**src/rtl/driver_display_saida.sv**
```systemverilog
// Three-digit seven-segment driver for an 8-bit output register.
// A new OUT_BUS value is converted to BCD with an 8-step double dabble.
// The three digits are then scanned one-hot with leading-zero blanking.
module driver_display_saida #(
  parameter int SCAN_DIV       = 1000,
  parameter bit SEG_ACTIVE_LOW = 1'b0
) (
  input  logic       clock,
  input  logic       clear,
  input  logic [7:0] OUT_BUS,
  output logic [6:0] seg,
  output logic [2:0] an,
  output logic       busy
);

  localparam logic [0:0]  IDLE     = 1'b0;
  localparam logic [0:0]  CONV     = 1'b1;
  localparam logic [15:0] DIV_LAST = 16'(SCAN_DIV - 1);

  logic [0:0]  state_reg;
  logic [7:0]  last_val_reg;
  logic [19:0] shift_reg;      // {hundreds, tens, units, binary}
  logic [2:0]  count_reg;
  logic [3:0]  hund_reg;
  logic [3:0]  tens_reg;
  logic [3:0]  units_reg;
  logic [15:0] div_reg;
  logic [1:0]  idx_reg;

  logic [19:0] adj;
  logic [19:0] shift_next;

  // One double-dabble step: bump each BCD nibble that is 5 or more by 3,
  // then shift the whole register left by one.
  assign adj[7:0] = shift_reg[7:0];
  for (genvar gi = 0; gi < 3; gi++) begin : g_adj
    assign adj[8+4*gi +: 4] = (shift_reg[8+4*gi +: 4] >= 4'd5) ?
                              shift_reg[8+4*gi +: 4] + 4'd3 :
                              shift_reg[8+4*gi +: 4];
  end
  assign shift_next = {adj[18:0], 1'b0};

  assign busy = (state_reg == CONV);

  // Conversion FSM; the displayed digits load only on the final step.
  always_ff @(posedge clock) begin
    if (clear) begin
      state_reg    <= IDLE;
      last_val_reg <= 8'd0;
      shift_reg    <= 20'd0;
      count_reg    <= 3'd0;
      hund_reg     <= 4'd0;
      tens_reg     <= 4'd0;
      units_reg    <= 4'd0;
    end else begin
      case (state_reg)
        IDLE: begin
          if (OUT_BUS != last_val_reg) begin
            last_val_reg <= OUT_BUS;
            shift_reg    <= {12'd0, OUT_BUS};
            count_reg    <= 3'd0;
            state_reg    <= CONV;
          end
        end
        default: begin
          shift_reg <= shift_next;
          count_reg <= count_reg + 3'd1;
          if (count_reg == 3'd7) begin
            hund_reg  <= shift_next[19:16];
            tens_reg  <= shift_next[15:12];
            units_reg <= shift_next[11:8];
            state_reg <= IDLE;
          end
        end
      endcase
    end
  end

  // Scan divider: advance the digit index once every SCAN_DIV cycles.
  always_ff @(posedge clock) begin
    if (clear) begin
      div_reg <= 16'd0;
      idx_reg <= 2'd0;
    end else if (div_reg == DIV_LAST) begin
      div_reg <= 16'd0;
      idx_reg <= (idx_reg == 2'd2) ? 2'd0 : idx_reg + 2'd1;
    end else begin
      div_reg <= div_reg + 16'd1;
    end
  end

  logic [3:0] digit;
  logic       blank;
  logic [6:0] seg_raw;

  // Digit select and leading-zero blanking, driven purely from registers.
  always_comb begin
    an    = 3'b001;
    digit = units_reg;
    blank = 1'b0;
    case (idx_reg)
      2'd1: begin
        an    = 3'b010;
        digit = tens_reg;
        blank = (hund_reg == 4'd0) && (tens_reg == 4'd0);
      end
      2'd2: begin
        an    = 3'b100;
        digit = hund_reg;
        blank = (hund_reg == 4'd0);
      end
      default: begin
        an    = 3'b001;
        digit = units_reg;
        blank = 1'b0;
      end
    endcase
  end

  // Seven-segment decode {a,b,c,d,e,f,g}, with optional polarity inversion.
  always_comb begin
    seg_raw = 7'h00;
    if (!blank) begin
      case (digit)
        4'd0:    seg_raw = 7'h7E;
        4'd1:    seg_raw = 7'h30;
        4'd2:    seg_raw = 7'h6D;
        4'd3:    seg_raw = 7'h79;
        4'd4:    seg_raw = 7'h33;
        4'd5:    seg_raw = 7'h5B;
        4'd6:    seg_raw = 7'h5F;
        4'd7:    seg_raw = 7'h70;
        4'd8:    seg_raw = 7'h7F;
        4'd9:    seg_raw = 7'h7B;
        default: seg_raw = 7'h00;
      endcase
    end
    seg = SEG_ACTIVE_LOW ? ~seg_raw : seg_raw;
  end

endmodule

```
**config.mk**
```make
export PLATFORM = sky130hd
export DESIGN_NAME = driver_display_saida
export DESIGN_NICKNAME = d
export VERILOG_FILES = /design/src/rtl/driver_display_saida.sv
export SDC_FILE = /design/constraint.sdc
export NUM_CORES = 1
export LEC_CHECK = 0
export CAP_MARGIN = 30
export CORE_MARGIN = 4
export CORE_UTILIZATION = 39
export CTS_BUF_LIST = sky130_fd_sc_hd__clkbuf_4 sky130_fd_sc_hd__clkbuf_8
export CTS_CLUSTER_DIAMETER = 100
export DETAILED_ROUTE_END_ITERATION = 16
export PLACE_DENSITY = 0.64
export SLEW_MARGIN = 15
export SYNTH_ARGS = -nofsm -noshare
export SYNTH_HDL_FRONTEND = slang
export SYNTH_SLANG_ARGS = --single-unit
```
**constraint.sdc**
```tcl
create_clock -name clock -period 2.3 [get_ports clock]
set_input_delay 0.345 -clock clock [delete_from_list [all_inputs] [get_ports clock]]
set_output_delay 0.345 -clock clock [all_outputs]
set_load 0.1 [all_outputs]
```
* Yosys cells after proc, flatten, opt, wreduce, memory -nomap -nowiden
Memories as Yosys holds them, arrays and structs flattened.
Index checks and enable logic that the tools add are counted.
Widths: inputs -> output; s select.
** Storage, ports and cells
- Register bits after elaboration :: 62
- Memories :: 1
- ROM bits :: 112
- Output and inout port bits :: 11
- Input port bits :: 10
- Logic and storage cells :: 49
** Cells by class
- Bitwise gates (word level) :: 1
- Order comparisons :: 3
- Reductions and logical operators :: 8
- Equal/unequal tests :: 5
- Mux-type cells :: 15
- Add/sub/neg operators :: 6
** Memory list
- (no name shown) :: words 16, width 7, rd ports 1, clocked after Yosys merged registers in 0, write ports 0, RTL line 124 : case (digit)
** Operator list (number)
- $mux 20 :: 2
- $add 16x1->16 const B :: 1
- $eq 16x10->1 const B :: 1
- $ge 4x3->1 const B :: 3
- $mux 3 :: 3
- $add 4x2->4 const B :: 2
- $logic_not 4->1 :: 2
- $mux 4 :: 2
- $ne 8x8->1 :: 1
- $pmux 4 s2 :: 1
- $mux 7 :: 1
- $pmux 3 s2 :: 1
- $reduce_and 2->1 :: 2
- $reduce_or 2->1 :: 2
- $add 3x1->3 const B :: 1
- $add 3x2->3 const B :: 1
- $eq 3x3->1 const B :: 1
- $mux 1 :: 3
- $add 2x1->2 const B :: 1
- $eq 2x1->1 const B :: 1
- $eq 2x2->1 const B :: 1
- $mux 2 :: 1
- $pmux 1 s2 :: 1
- $reduce_bool 2->1 :: 1
- 2 further kinds :: 2

* Longest topological paths before layout
Gate-level depths: netlist (run 1).
- Depth in word-level cells :: 4
- Depth in mapped cells :: 9
- Gate-level depth less buffers :: 9

* Worst setup path before layout (run 1)
No wires, ideal clock.
- Kind :: flip-flop to output port
- From :: reg idx_reg[0]
- To :: out seg[4]
- Path slack :: -1669 ps
- Cell stages (with the launch flop) :: 8
- Required time :: 1955 ps
- Buffers on the path :: 1
- Data arrival time :: 3624 ps
- Cell sequence :: dfxtp_1 > inv_1 > ha_1 > clkbuf_1 > inv_1 > nor3_1 > or2_2 > a31oi_1
** On the way
- Cells in the longest elaborated chain, start to end :: 4
- Elaborated cells on any way between the ends :: 6
- Those cells by class :: eq/ne: 2; mux: 3; memory: 1
** Ends and longest elaborated chain
- start: declaration :: RTL line 28 : logic [1:0] idx_reg;
- start signal: assignment :: RTL line 86 : idx_reg <= (idx_reg == 2'd2) ? 2'd0 : idx_reg + 2'd1;
- $eq 2x2->1 / $eq 2x1->1 (equally long branches) :: RTL line 101 : case (idx_reg)
- $pmux 4 s2 :: RTL line 101
- $mem_v2 16x7
- $mux 7 * :: RTL line 123 : if (!blank) begin
- end: declaration :: RTL line 11 : output logic [6:0] seg,
Mark *: on every way between the ends. The rest lies on a longest branch, timed or not.

* Worst setup path after layout (run 1)
- From :: reg idx_reg[1]
- To :: out seg[3]
Same word-level chain as after synthesis.

==> flow_metrics.tcl, run 1 <==
set metrics [dict create \
    synth_top_area_cell "dfxtp_1" \
    placed_area_um2 3727 \
    vias 2608 \
    grt_max_degree 31 \
    dp_hpwl_um 4587 \
    pin_count 21 \
    critical_path_arrival_ns 2.23 \
    rsz0062_at_grt "true" \
    synth_top_area_share_pct 39.84 \
    max-slew-margin-rel_pct 41.06 \
    wire_per_inst_um 12.56 \
    place_ws_ns -0.05472 \
    slew_violations 0 \
    design_area_um2 4014 \
    viasPerCell 5.124 \
    fin_cells 509 \
    finClkSkew_ns 0.01063 \
    die_h_um 97.38 \
    drive_gt1_share_pct 20.39 \
    core_um2 7767 \
    ys.warnings.count 0 \
    synth_area_um2 3115 \
    period_share_pct 112.1 \
    start_util_pct 40.11 \
    max-vdd-ir-drop_mv 0.3293 \
    worstMarginPinSlew_ns 0.8831 \
    rows 32 \
    clk_latency_ns 0.34 \
    min_from "div_reg[0]" \
    critPathMaxFanout 4 \
    hold_buffers 0 \
    fp.dieW_um 97.38 \
    leakagePower_nw 1.540 \
    clkSinkCount 62 \
    power-per-cell-area_nw_per_um2 553.3 \
    synth.avg_cell_area_um2 8.420 \
    postSynthNetCount 399 \
    critPathMaxStageDelay_ns 0.38 \
    hold_slack_ns 0.4606 \
    crit_buf_inv 3 \
    final_nets 431 \
    synthCells 370 \
    finalHoldViolCount 0 \
    synth-edff-count 0 \
    crit_chain "inv_4 > ha_4 > a22o_1 > mux2i_4 > inv_2 > ha_4 > mux2_4 > a21oi_4 > buf_12" \
    max_freq_ghz 0.3878 \
    ys_dominant_reg_cell "dfxtp_1" \
    antenna_found_initial 0 \
    antenna_cells 0 \
    holdPathStages 1 \
    total_power_mw 2.221 \
    worst_slack_ns -0.2785 \
    endpoint_kind "output pin" \
    r2r_start "busy" \
    synth.yosys.seq_area_share_pct 39.84 \
    crit_top_cell "ha_4" \
    worst_ep_required_time_ns 1.96 \
    setup_viol_count_final 7 \
    status "finished with violations" \
    ys_ff_latch 62 \
    htreeDepth 3 \
    die_area_um2 9483 \
    drc 0 \
    wl_um 6395 \
    grt_pass1_vias 2536 \
    cap_violations 0 \
    drt_iter0_markers 117 \
    r2r_cells 3 \
    async_flop_share_pct 0 \
    cp.depth 9 \
    min_path_type "flop to flop" \
    clkTransAtPathRegs_ns 0.06 \
    fin_tns_setup_ns -1.609 \
    synth.distinct_cells 39 \
    largest_reg_flops 20 \
    post-route-util_pct 51.68 \
    cp-startpoint "idx_reg[1]" \
    cts_tree "yes" \
    path_delay_family "multiplexers" \
    dr.pass1.iters 4 \
    final_antenna_net_count 0 \
    cts-buffers-inserted 9 \
    clockRootBuffer "clkbuf_8" \
    grt-ovfl-total 0 \
    place.gp.congestion 0.7359 \
    grt_usage_pct 14.18 \
    start_kind "flop" \
    portBuffers 20 \
    cpMaxStageDelayCell "dfxtp_4" \
    areaGrowthSynthToFinish_pct 28.84 \
    finalCriticalPeriod_ns 2.579 \
    clockBufferDepth 2 \
    failed_checks "setup timing" \
    place_inst 492 \
    crit_type "flop to output pin" \
    ys_top_cells_by_area "dfxtp_1 40%, ha_1 7.6%, a21oi_1 7.1%" \
    grt_pass1_wl_um 11250 \
]
-- timing repair --
action | CTS | global route
gates resized for setup | 15 | 1
endpoints found under the hold margin | 0 | 0
setup endpoints to repair | 7 | 7
setup buffers | 1 | 0
pin swaps | 9 | 6
-- cell usage in the layout, fill, tap and decap left out, types with 5 or more instances in the layout --
cell / instances
buf_12: 10
nor2_1: 30
inv_1: 11
mux2i_1: 14
clkdlybuf4s50_1: 9
a22o_1: 8
nand2_1: 35
nand3_1: 23
xnor2_1: 7
clkbuf_8: 11
buf_4: 20
xor2_1: 16
a21oi_1: 37
nand2b_1: 7
ha_1: 14
a211oi_1: 7
o21ai_0: 15
dfxtp_1: 60
nor4_1: 5
-- synthesized netlist by cell type (8+ instances only) --
| cell | number |
|---|---|
| a21oi_1 | 44 |
| clkbuf_1 | 12 |
| a22o_1 | 8 |
| ha_1 | 19 |
| nand3_1 | 23 |
| xor2_1 | 16 |
| inv_1 | 16 |
| nand2_1 | 35 |
| dfxtp_1 | 62 |
| mux2i_1 | 15 |
| o21ai_0 | 15 |
| nor2_1 | 33 |
-- final cells by class --
| class | count | area [um^2] |
|---|---|---|
| Tap cell | 102 | 127.6 |
| Multi-Input combinational cell | 273 | 1908 |
| Inverter | 16 | 68.82 |
| Fill cell | 727 | 3754 |
| Clock buffer | 11 | 151.4 |
| Sequential cell | 62 | 1249 |
| Timing Repair Buffer | 40 | 451.7 |
| Clock inverter | 5 | 57.56 |
-- worst reg2reg max path: cells and delay by family, from the launching register on --
family	cells	cell delay, ns
AO/OA/AOI/OAI	1	0.07
buffers and inverters	1	0.59
AND/OR/NAND/NOR	1	0.28
flip-flops	1	0.73
-- worst paths after layout --
check / endpoint / slack [ns]
max: seg[3] / -0.28
max reg2reg: shift_reg[5] / 0.47
min: div_reg[0] / 0.46
min reg2reg: div_reg[0] / 0.46
-- cell families after synthesis --
logic type / count (synthesis) / share of synthesized area [%]
multiplexers: 17 / 5.542
flip-flops: 62 / 39.84
buffers and inverters: 35 / 4.699
AO/OA/AOI/OAI: 86 / 16.14
adder cells (fa/ha/maj): 19 / 7.631
XOR/XNOR: 23 / 6.466
AND/OR/NAND/NOR: 128 / 19.68
-- metal layers --
| layer | vias to the layer above | track usage [%] | share of wire [%] |
|---|---|---|---|
| li1 | 1349 | - | - |
| met1 | 1205 | 17.44 | 47 |
| met2 | 45 | 23.93 | 48 |
| met3 | 9 | 3.159 | 3.9 |
| met4 | 0 | 5.751 | 1.8 |
| met5 | - | 0 | 0 |
-- where the power goes --
part | internal (mW) | leakage (nW) | total [mW] | switching [mW]
combinational | 0.0538 | 0.936 | 0.127 | 0.0733
clock | 0.557 | 0.0976 | 0.976 | 0.419
sequential | 1.10 | 0.506 | 1.12 | 0.0214
No activity file was read; power rests on OpenSTA's default activity.
==> run 2, diff against run 1 <==
Settings changed: CORE_UTILIZATION 39 to 55, CTS_BUF_LIST sky130_fd_sc_hd__clkbuf_4 sky130_fd_sc_hd__clkbuf_8 to sky130_fd_sc_hd__clkbuf_4, PLACE_DENSITY 0.64 to 0.83, SETUP_SLACK_MARGIN set to 0.02.
==> run 2 against run 1 <==
Flip-flop and latch count is the same. First-iteration DRC count rose by 9.4%. Global-route usage up 5.1 points. Clock power decreased by 38%. Non-clock buffer count grew 1. Register-to-register slack barely moved. Combinational power is essentially flat. Clock-buffer cell count fell by 2. Power down 16%. Maximum frequency fell by 4.6%. The run still ends with setup timing left. Final area shrank 3.1%. Final cell count is 5.7% lower. Critical path type unchanged.
==> flow_metrics.tcl, run 2 (synthesis gave the netlist of run 1 again) <==
set metrics [dict create \
    crit_type "flop to output pin" \
    areaGrowthSynthToFinish_pct 24.78 \
    r2r_cells 3 \
    fp.dieW_um 83.27 \
    cts-buffers-inserted 9 \
    crit_chain "buf_4 > ha_4 > a22o_1 > mux2i_4 > inv_2 > ha_4 > mux2_4 > a21oi_4 > buf_12" \
    final_antenna_net_count 0 \
    status "finished with violations" \
    clockRootBuffer "clkbuf_4" \
    leakagePower_nw 1.494 \
    portBuffers 20 \
    mostFrequentLayoutCells "60 x dfxtp_1, 36 x a21oi_1, 35 x nand2_1" \
    fin_cells 480 \
    rows 27 \
    core_um2 5507 \
    vias 2654 \
    clk_latency_ns 0.41 \
    die_area_um2 6933 \
    crit_top_cell "ha_4" \
    finalHoldViolCount 0 \
    drc 0 \
    drive_gt1_share_pct 20.83 \
    min_from "count_reg[1]" \
    pin_count 21 \
    wl_um 6524 \
    min_path_type "flop to flop" \
    htreeDepth 3 \
    failed_checks "setup timing" \
    total_power_mw 1.855 \
    cpMaxStageDelayCell "dfxtp_2" \
    multi_input_area_um2 1926 \
    clkSinkCount 62 \
    antenna_found_initial 0 \
    clkTransAtPathRegs_ns 0.10 \
    r2r_slack_ns 0.46 \
    holdPathStages 2 \
    r2r_start "busy" \
    setup_viol_count_final 7 \
    worst_slack_ns -0.4038 \
    critPathMaxFanout 5 \
    start_kind "flop" \
    r2r-end "shift_reg[1]" \
    place.gp.congestion 0.8180 \
    start_util_pct 56.58 \
    dr.pass1.iters 4 \
    grt_max_degree 34 \
    critical_path_arrival_ns 2.36 \
    finalCriticalPeriod_ns 2.704 \
    rsz0062_at_grt "true" \
    grt_usage_pct 19.32 \
    cap_violations 0 \
    endpoint_kind "output pin" \
    grt_pass1_vias 2535 \
    clockBufferDepth 2 \
    final_nets 432 \
    slew_violations 0 \
    wire_per_inst_um 13.59 \
    antenna_cells 0 \
    hold_slack_ns 0.4787 \
    cts_tree "yes" \
    seq_area_um2 1246 \
    min_to "count_reg[1]" \
    grt_pass1_wl_um 11090 \
    hold_buffers 0 \
    place_inst 460 \
    viasPerCell 5.529 \
    final_common_cell "dfxtp_1" \
    critPathMaxStageDelay_ns 0.34 \
    period_share_pct 117.6 \
    largest_reg_flops 20 \
    drt_iter0_markers 128 \
    grt-ovfl-total 0 \
    worstMarginPinSlew_ns 0.8994 \
    power-per-cell-area_nw_per_um2 477.2 \
    fill_cells 406 \
    max_freq_ghz 0.3698 \
    die_h_um 83.27 \
    dp_hpwl_um 4557 \
    finClkSkew_ns 0.01440 \
    max-slew-margin-rel_pct 39.98 \
    max-vdd-ir-drop_mv 0.3595 \
    fin_tns_setup_ns -2.573 \
    worst_ep_required_time_ns 1.96 \
]
==> run 2: cell types whose count changed in the layout (fill, tap and decap cells not counted), sizes merged <==
cell and change:
clkinv +3, clkbuf -2, buf +1, bufinv -1
==> run 2: how the worst max path moves through the flow <==
stage                     from      to  slack, ns  depth (start not counted)
floorplan           idx_reg[0]  seg[3]      -0.33                          8
global placement    idx_reg[0]  seg[3]      -0.01                          9
detailed placement  idx_reg[0]  seg[3]      -0.08                          9
CTS                 idx_reg[0]  seg[4]      -0.41                          9
global route        idx_reg[0]  seg[4]      -0.48                          9
finish              idx_reg[1]  seg[3]      -0.40                          9
==> run 2: cell type report <==
type / instances / share of cell area, %
clock buffer: 9 / 1.738
clock inverter: 7 / 1.062
inverter: 16 / 1.706
multi-input combinational: 273 / 49.53
sequential: 62 / 32.06
tap: 72 / 2.317
timing repair buffer: 41 / 11.59
==> run 2: stage by stage <==
stage / util (%) / cell area, um^2 / worst slack [ns]
after global routing: 70.60 / 3887 / -0.4775
final: 70.60 / 3887 / -0.4038
after CTS: 69.94 / 3851 / -0.4086
after detailed placement: 66.51 / 3662 / -0.07936
after global placement: 66.51 / 3662 / -0.01354
after floorplan: - / 3268 / -0.3297
==> run 2: critical path: cells and delay by family, from the launching register on <==
kind,cells,cell delay (ns)
muxes,2,0.46
adders and majority gates,2,0.39
buffers and inverters,3,0.40
DFF,1,0.34
AOI/OAI and AO/OA,2,0.37
==> run 2: where the power goes <==
part	internal (mW)	switching [mW]	leakage [nW]
registers	1.10	0.0215	0.506
clock network	0.211	0.399	0.0551
logic	0.0528	0.0730	0.934
==> run 2: timing repair <==
item	4_1_cts	5_1_grt
buffers inserted	4	0
resized for setup	12	6
endpoints found under the setup margin	7	7
pin swaps	10	7
==> run 2: metal layers <==
layer  part of all wire [%]  global-route usage (%)  routed length, um  vias to the layer above
met4                    3.1                   10.10                204                        0
li1                       -                       -                  -                     1356
met5                      0                       0                  0                        -
met2                     49                   32.43               3197                       60
met3                    4.8                   5.060                316                       18
met1                     43                   22.45               2806                     1220
